## src/rtl/clock_divider_pkg.sv

```systemverilog
// clock_divider_pkg: shared constants and width helper for the clock divider
package clock_divider_pkg;
  localparam int DEFAULT_THRESHOLD = 50000;
  function automatic int div_width(int t);
    return ($clog2(t) < 1) ? 1 : $clog2(t);
  endfunction
endpackage

```

## src/rtl/clock_divider_counter.sv

```systemverilog
// clock_divider_counter: enable-gated counter that wraps explicitly at THRESHOLD-1
module clock_divider_counter
  import clock_divider_pkg::*;
#(
  parameter int THRESHOLD = DEFAULT_THRESHOLD,
  parameter int CW        = div_width(THRESHOLD)
) (
  input  logic i_clk,
  input  logic i_rst,
  input  logic i_en,
  output logic o_wrap
);
  localparam logic [CW-1:0] LAST = CW'(THRESHOLD - 1);
  logic [CW-1:0] r_count;
  assign o_wrap = i_en && (r_count == LAST);
  always_ff @(posedge i_clk or posedge i_rst)
    if (i_rst) r_count <= '0;
    else if (i_en) r_count <= o_wrap ? '0 : r_count + 1'b1;
endmodule

```

## src/rtl/clock_divider.sv

```systemverilog
// clock_divider: toggles dividedClk every THRESHOLD enabled clk cycles.
// Define CLOCK_DIVIDER_TICK_EN to add a one-cycle tick output per toggle.
module clock_divider
  import clock_divider_pkg::*;
#(
  parameter int THRESHOLD = DEFAULT_THRESHOLD
) (
  input  logic clk,
  input  logic reset,
  input  logic enable,
  output logic dividedClk
`ifdef CLOCK_DIVIDER_TICK_EN
  ,output logic tick
`endif
);
  localparam int CW = div_width(THRESHOLD);
  if (THRESHOLD < 1) begin : g_bad_threshold
    $error("clock_divider: THRESHOLD must be >= 1");
  end
  logic w_wrap;
  logic r_div;
  clock_divider_counter #(.THRESHOLD(THRESHOLD), .CW(CW)) u_counter (
    .i_clk (clk),
    .i_rst (reset),
    .i_en  (enable),
    .o_wrap(w_wrap)
  );
  always_ff @(posedge clk or posedge reset)
    if (reset) r_div <= 1'b0;
    else if (w_wrap) r_div <= ~r_div;
  assign dividedClk = r_div;
`ifdef CLOCK_DIVIDER_TICK_EN
  // Registered from the same wrap as r_div, so it lines up with the new level
  logic r_tick;
  always_ff @(posedge clk or posedge reset)
    if (reset) r_tick <= 1'b0;
    else r_tick <= w_wrap;
  assign tick = r_tick;
`endif
endmodule

```

## config.mk

```make
export PLATFORM = sky130hd
export DESIGN_NAME = clock_divider
export DESIGN_NICKNAME = d
export VERILOG_FILES = /design/src/rtl/clock_divider_pkg.sv /design/src/rtl/clock_divider_counter.sv /design/src/rtl/clock_divider.sv
export SDC_FILE = /design/constraint.sdc
export NUM_CORES = 1
export LEC_CHECK = 0
export ABC_AREA = 1
export BUFFER_PORTS_ARGS = -buffer_cell sky130_fd_sc_hd__clkbuf_2
export CORE_MARGIN = 4
export CORE_UTILIZATION = 59
export DETAILED_ROUTE_END_ITERATION = 8
export PLACE_DENSITY_LB_ADDON = 0.25
export SLEW_MARGIN = 20
export SYNTH_ARGS = -nofsm -noshare
export SYNTH_HDL_FRONTEND = slang
export SYNTH_HIERARCHICAL = 1
export SYNTH_SLANG_ARGS = --single-unit
```

## constraint.sdc

```tcl
create_clock -name clk -period 1.8 [get_ports clk]
set_input_delay 0.09 -clock clk [delete_from_list [all_inputs] [get_ports clk]]
set_output_delay 0.09 -clock clk [all_outputs]
set_load 0.005 [all_outputs]
```

## Yosys cells after proc, flatten, opt, wreduce, memory -nomap -nowiden

Cells that the tools add are included.

| operators by class | value |
|---|---|
| add/subtract/negate cells | 1 |
| eq/ne operators | 1 |
| multiplexer cells | 1 |
| bitwise operators | 1 |
| reductions and logical operators | 1 |

Operators with widths:

| cell | count |
|---|---|
| 16-bit by 1-bit adder with 16-bit output, second input constant | 1 |
| 16-bit == test, second input constant | 1 |
| 16-bit 2-to-1 mux | 1 |
| 1-bit logical AND | 1 |
| 1-bit NOT | 1 |

| word-level totals | value |
|---|---|
| register bits after elaboration | 17 |
| input port bits | 3 |

## Depth between registers and ports, before layout

Gate-level depths: netlist of run 1.

| depth | value |
|---|---|
| depth in word-level cells | 3 |
| mapped depth | 9 |

## By module

Netlist of run 1, hierarchy kept.

By module, submodules not included:

| module | times used | cells each | area an instance (µm²) | seq. area each (µm²) |
|---|---|---|---|---|
| clock_divider_counter | 1 | 142 | 1,021.0 | 400.4 |
| clock_divider | 1 | 7 | 47.5 | 25.0 |

## Worst setup path after synthesis of run 1

Ideal clock, no wire load.

| timing | value |
|---|---|
| path kind | flip-flop to flip-flop |
| start | register u_counter.r_count[0] |
| end | register r_div (netlist: dividedClk) |
| setup time | 0.117 ns |
| arrival time | 1.144 ns |
| setup slack | 0.539 ns |
| cell stages (with the launch flop) | 9 |
| clock period less this slack | 1.261 ns |
| cells stage by stage | dfrtp_1 ha_1 nand2_1 nor2_1 inv_1 nor2_2 inv_1 nand2_1 nand2_1 |

| on the way | value |
|---|---|
| longest elaborated chain between the ends | 2 |

RTL lines:

| element | RTL line | source |
|---|---|---|
| start: declaration | clock_divider_counter.sv:14 | `logic [CW-1:0] r_count;` |
| start signal: assignment | clock_divider_counter.sv:18 | `else if (i_en) r_count <= o_wrap ? '0 : r_count + 1'b1;` |
| 16-bit == test | clock_divider_counter.sv:15 | `assign o_wrap = i_en && (r_count == LAST);` |
| 1-bit logical AND | clock_divider_counter.sv:15 |  |
| net w_wrap | clock_divider.sv:20 | `logic w_wrap;` |
| end signal: assignment | clock_divider.sv:30 | `else if (w_wrap) r_div <= ~r_div;` |
| end: declaration | clock_divider.sv:21 | `logic r_div;` |

The timed path passes the listed nets, and every way through them passes these cells.
A chain may end at the register's enable or synchronous reset.

## Final worst setup path of run 1

Ends and elaborated chain as after synthesis.

==> reports/summary.txt, run 1 <==
initial antenna violation count - 0
synthesis-stage register bit count - 17
final core utilization - 65.36%
async set-reset flop share out of synthesis - 100.0%
Num CTS Buffers - 3
synth top area cells - dfrtp_1, nand2_1, inv_1
Antenna Cells - 0
run status - complete, no violations
final worst-path setup slack - 0.3658 ns
CP Max Fanout - 5
core region area - 0.001727 mm²
post-DP HPWL - 1602 µm
Critical Path Source Type - register
post-placement cell count - 174
Tcrit/Tclk final - 79.68%
clock slew at reported path FFs - 0.09 ns
sequential fraction of the synthesis area - 39.81%
dpl ws - 0.3755 ns
count leader, synth - nand2_1
Hold WS - 0.1666 ns
Critical Path Sink Type - register
gr ovfl total - 0
clock tree buffer depth - 2
setup tns final - 0 ns
Post-Syn Area - 0.001069 mm²
Vias - 906
Register-to-Register Setup Slack - 0.37 ns
worst hold path class - in2async
slowest cell delay on critical path - 0.41 ns
largest net degree at the start of global routing - 17
Critical Path Most Common Cell - nand2_1
row cnt - 15
Root Driver - clkbuf_4
# IOs - 4
WL final - 2092 µm
share of the synthesized area in the top cell type - 39.81%
DRC - 0
CTS Hold Bufs - 1
Post-synth EDFFs - 0
worst-path cell chain - ha_1 > nand2_1 > nor2_1 > inv_1 > nor2_2 > inv_1 > nand2_1 > nand2_1
Post-CTS Setup Repair Bufs - 0
Clock Skew - 0.004813 ns
Final Hold Viols - 0
CP required - 1.99 ns
Netlist cell types - 20
max cap viols - 0
fin cells - 179
post-route antenna net violation count - 0
vias in the first global route - 874
Die H - 50.56 µm
Power Dens Cells - 816.7 mW/mm²
Final Wtd Congestion - 0.9043
critical path class - reg2reg
synth warn - 6
Slew HR - 60.58%
layout cells sized above 1 - 11.04%
Mapped Cells - 149
Slew Limit Fails - 0
first-pass GRT wire length - 3829 µm
P_leak - 0.5912 nW
Final Setup Violations - 0
Wirelength per Cell - 11.69 µm
Worst VDD drop - 0.0005655 V
vias per cell - 5.061
cell taking the most area after synthesis - dfrtp_1
initial core utilization - 61.88%
min cycle time layout - 1.434 ns
Syn Nets - 153
H-tree depth - 1
DRT iter0 DRCs - 28
# resized after CTS - 0
slew at the pin closest to its max-slew limit - 0.5907 ns
Die Area - 0.002556 mm²
FILL cells - 153
Max Clock Freq - 697.3 MHz
CTS tree - yes
RSZ-0062 raised after global routing - no
Worst EP arrival - 1.62 ns
synth cell count leaders - nand2_1, inv_1, nor2_1
DR pass1 iterations - 4
IO buf count - 3
Mean Syn Cell Area - 7.171 µm²
Final nets - 159
CTS sink cnt - 17
Tot GR Track Use - 20.13%
Worst-Skew Late Latency - 0.29 ns
Area Growth Syn to Fin - 5.620%
Worst path slowest cell - dfrtp_1
Die W - 50.56 µm
Most used DFF post-synth - dfrtp_1
## sequential cells by signal, summed over array words and instances, names as in the netlist
signal and cells:
u_counter/r_count 16, dividedClk 1
## worst max-delay path: cells and delay by family, from the launching register on
kind / cells / cell delay, ns
buffers and inverters: 2 / 0.14
flip-flops: 1 / 0.41
AND/OR/NAND/NOR: 5 / 0.56
adder cells (fa/ha/maj): 1 / 0.23
## kinds of logic after synthesis
logic type               Yosys count  share of synthesized area, %
AND/OR/NAND/NOR                   89                         38.29
buffers and inverters             29                         11.83
adder cells (fa/ha/maj)            1                         1.171
AO/OA/AOI/OAI                      5                         2.341
XOR/XNOR                           8                         6.558
flip-flops                        17                         39.81
## area by class of cell
type                       instances  area (µm²)  area share (%)
sequential                        17       425.4           37.69
clock buffer                       3       22.52           1.996
inverter                          26       102.6           9.091
tap                               25       31.28           2.772
timing repair buffer               4       25.02           2.217
clock inverter                     1       5.005          0.4435
multi-input combinational        103       516.7           45.79
## where the power goes
part	internal (mW)	switching, mW
registers	0.437	0.0799
logic	0.0750	0.128
clock network	0.0826	0.119
## worst paths after layout
path                                      startpoint                    to  depth (start not counted)
worst max-delay path            u_counter/r_count[0]            dividedClk                          8
worst min-delay path                           reset            dividedClk                          3
worst max register to register  u_counter/r_count[0]            dividedClk                          8
worst min register to register            dividedClk            dividedClk                          2
max in group asynchronous                      reset  u_counter/r_count[5]                          3
min in group clk                              enable  u_counter/r_count[1]                          3
## routing by layer
| metal | wire length (µm) | global-route usage [%] | share of wire (%) |
|---|---|---|---|
| met5 | 0 | 0 | 0 |
| met1 | 878 | 25.38 | 42 |
| met2 | 1037 | 32.61 | 50 |
| met4 | 47 | 11.66 | 2.2 |
| met3 | 128 | 2.967 | 6.1 |
## stage by stage
step,instance area (µm²),total power [mW]
2_1_floorplan,1069,0.6761
3_3_place_gp,1091,0.7162
3_5_place_dp,1091,0.7219
4_1_cts,1129,0.9316
5_1_grt,1129,0.9995
6_report,1129,0.9217
## layout by cell type, fill, tap and decap left out, types with 3 or more instances in the layout
master / Yosys / layout
nand2_2: 3 / 3
clkbuf_4: 0 / 3
nand3_1: 16 / 16
xor2_1: 8 / 8
nand4_1: 4 / 4
dfrtp_1: 17 / 17
inv_1: 25 / 25
nand2_1: 35 / 35
nor2_1: 24 / 24
clkbuf_2: 1 / 3
a21oi_1: 3 / 3
nor2_2: 4 / 4
Power figures use the tool's default switching activity.
==> run 2, diff against run 1 <==
Settings changed: CORE_UTILIZATION 59 to 53.
Clock period 1.8 ns to 1.3 ns, I/O delays scaled along.
==> run 2 against run 1 <==
The flow now finishes with violations (setup timing). Critical path type unchanged. Sequential cell count unchanged. Die area up 9.5%. Largest power group unchanged. First-iteration DRC count up 100%.
==> reports/summary.txt, run 2 (synthesis results as in run 1) <==
Power Dens Cells - 1115 mW/mm²
vias in the first global route - 932
Post-DP Area - 0.001136 mm²
worst r2r src - u_counter/r_count[7]
CP Max Fanout - 4
Die H - 52.90 µm
Register-to-Register Setup Slack - -0.11 ns
Largest Register - u_counter/r_count
Final Setup Violations - 7
min cycle time layout - 1.413 ns
slowest cell delay on critical path - 0.45 ns
R2R depth - 7
Antenna Cells - 0
Die W - 52.90 µm
DR pass1 iterations - 6
Worst VDD drop - 0.0009726 V
Slew Limit Fails - 0
most frequent cells in the layout - nand2_1, inv_1, dfrtp_1, nor2_1
row cnt - 15
max cap viols - 0
Post-Layout Inst Area - 0.001355 mm²
Worst R2R End - u_counter/r_count[3]
Vias - 1059
area of the multi-input gates - 636.9 µm²
Worst path slowest cell - dfrtp_1
post-route antenna net violation count - 0
post-DP HPWL - 1625 µm
Final nets - 172
Pint - 947.3 µW
# IOs - 4
Worst EP arrival - 1.58 ns
CTS sink cnt - 17
max FFs per register - 16
DRT iter0 DRCs - 56
Clock Skew - 0.004117 ns
Wirelength per Cell - 14.12 µm
Worst-Skew Late Latency - 0.28 ns
slew at the pin closest to its max-slew limit - 0.6035 ns
Final Hold Viols - 0
P_leak - 0.6733 nW
final core utilization - 74.43%
layout cells sized above 1 - 33.53%
clock slew at reported path FFs - 0.10 ns
CTS tree - yes
Slew HR - 59.72%
H-tree depth - 1
run status - complete, but fails checks
critical path class - reg2reg
vias per cell - 5.516
Seq pwr share - 48.6%
Area Growth Syn to Fin - 26.82%
setup tns final - -0.4768 ns
core region area - 0.001821 mm²
Die Area - 0.002798 mm²
clock tree buffer depth - 2
worst hold path class - in2async
Num CTS Buffers - 3
combinational power share - 33.1%
commonest non-fill, non-tap cell in the layout - nand2_1
Root Driver - clkbuf_4
CP required - 1.47 ns
initial core utilization - 58.69%
Switching Power - 563.3 µW
Max Clock Freq - 707.6 MHz
final worst-path setup slack - -0.1132 ns
Pwr Total - 1.511 mW
RSZ-0062 raised after global routing - yes
largest net degree at the start of global routing - 17
switching share of power - 37.29%
FILL cells - 142
IO buf count - 3
Tcrit/Tclk final - 108.7%
worst-path cell chain - nor2_1 > nand3_1 > nor2_2 > nand2_2 > nor2_4 > buf_4 > a21oi_1
Critical Path Sink Type - register
failing checks - setup timing
first-pass GRT wire length - 3870 µm
part of the power in the clock network - 18.3%
initial antenna violation count - 0
fin cells - 192
post-placement cell count - 180
DRC - 0
WL final - 2711 µm
FF+latch area - 427.9 µm²
Final Wtd Congestion - 0.8629
Tot GR Track Use - 18.93%
gr ovfl total - 0
Critical Path Source Type - register
==> run 2: cell count changes in the layout (fill, tap and decap cells not counted), sizes merged <==
cell / before / now
buf: 0 / 13
clkinv: 2 / 1
clkbuf: 6 / 7
==> run 2: per-stage QoR <==
| stage | worst slack, ns | hold slack [ns] |
|---|---|---|
| after detailed placement | -0.04124 | -0.1025 |
| after global routing | -0.1367 | 0.1480 |
| final | -0.1132 | 0.1478 |
| after CTS | -0.0001684 | 0.1404 |
| after global placement | 0.04009 | -0.1075 |
| after floorplan | 0.03935 | -0.2063 |
==> run 2: what timing repair did <==
action,CTS,global route
endpoints found under the setup margin,3,15
setup buffers,3,4
hold endpoints to repair,17,0
resized for setup,4,34
pin swaps,5,16
hold buffers,1,0
==> run 2: power by group through the flow <==
stage	clock (mW)	sequential, mW	combinational, mW
final	0.276	0.734	0.501
after detailed placement	0	0.712	0.326
after global placement	0	0.707	0.317
after floorplan	0	0.696	0.241
after CTS	0.292	0.694	0.403
after global routing	0.315	0.742	0.544
==> run 2: per-layer routing <==
layer  track usage, %  wire, µm  vias to the layer above
met1            23.23      1025                      479
met5                0         0                        -
met4            8.511       121                        0
li1                 -         -                      494
met2            32.02      1361                       65
met3            3.380       203                       21
==> run 2: worst max path at each step <==
stage	start	end
after floorplan	u_counter/r_count[0]	dividedClk
after global placement	u_counter/r_count[0]	dividedClk
after detailed placement	u_counter/r_count[1]	dividedClk
after CTS	u_counter/r_count[7]	dividedClk
after global routing	u_counter/r_count[0]	u_counter/r_count[14]
final	u_counter/r_count[7]	u_counter/r_count[3]
==> run 2: worst max-delay path: cells and delay by family, from the launching register on <==
family | cells | cell delay, ns
DFF | 1 | 0.45
buffers and inverters | 1 | 0.13
and+or+nand+nor | 5 | 0.65
AOI/OAI and AO/OA | 1 | 0.04
==> run 2: layout make-up <==
cell class / count / share of cell area, %
multi-input combinational: 103 / 47.00
tap: 25 / 2.308
inverter: 26 / 7.572
sequential: 17 / 31.58
timing repair buffer: 17 / 9.603
clock buffer: 4 / 1.939
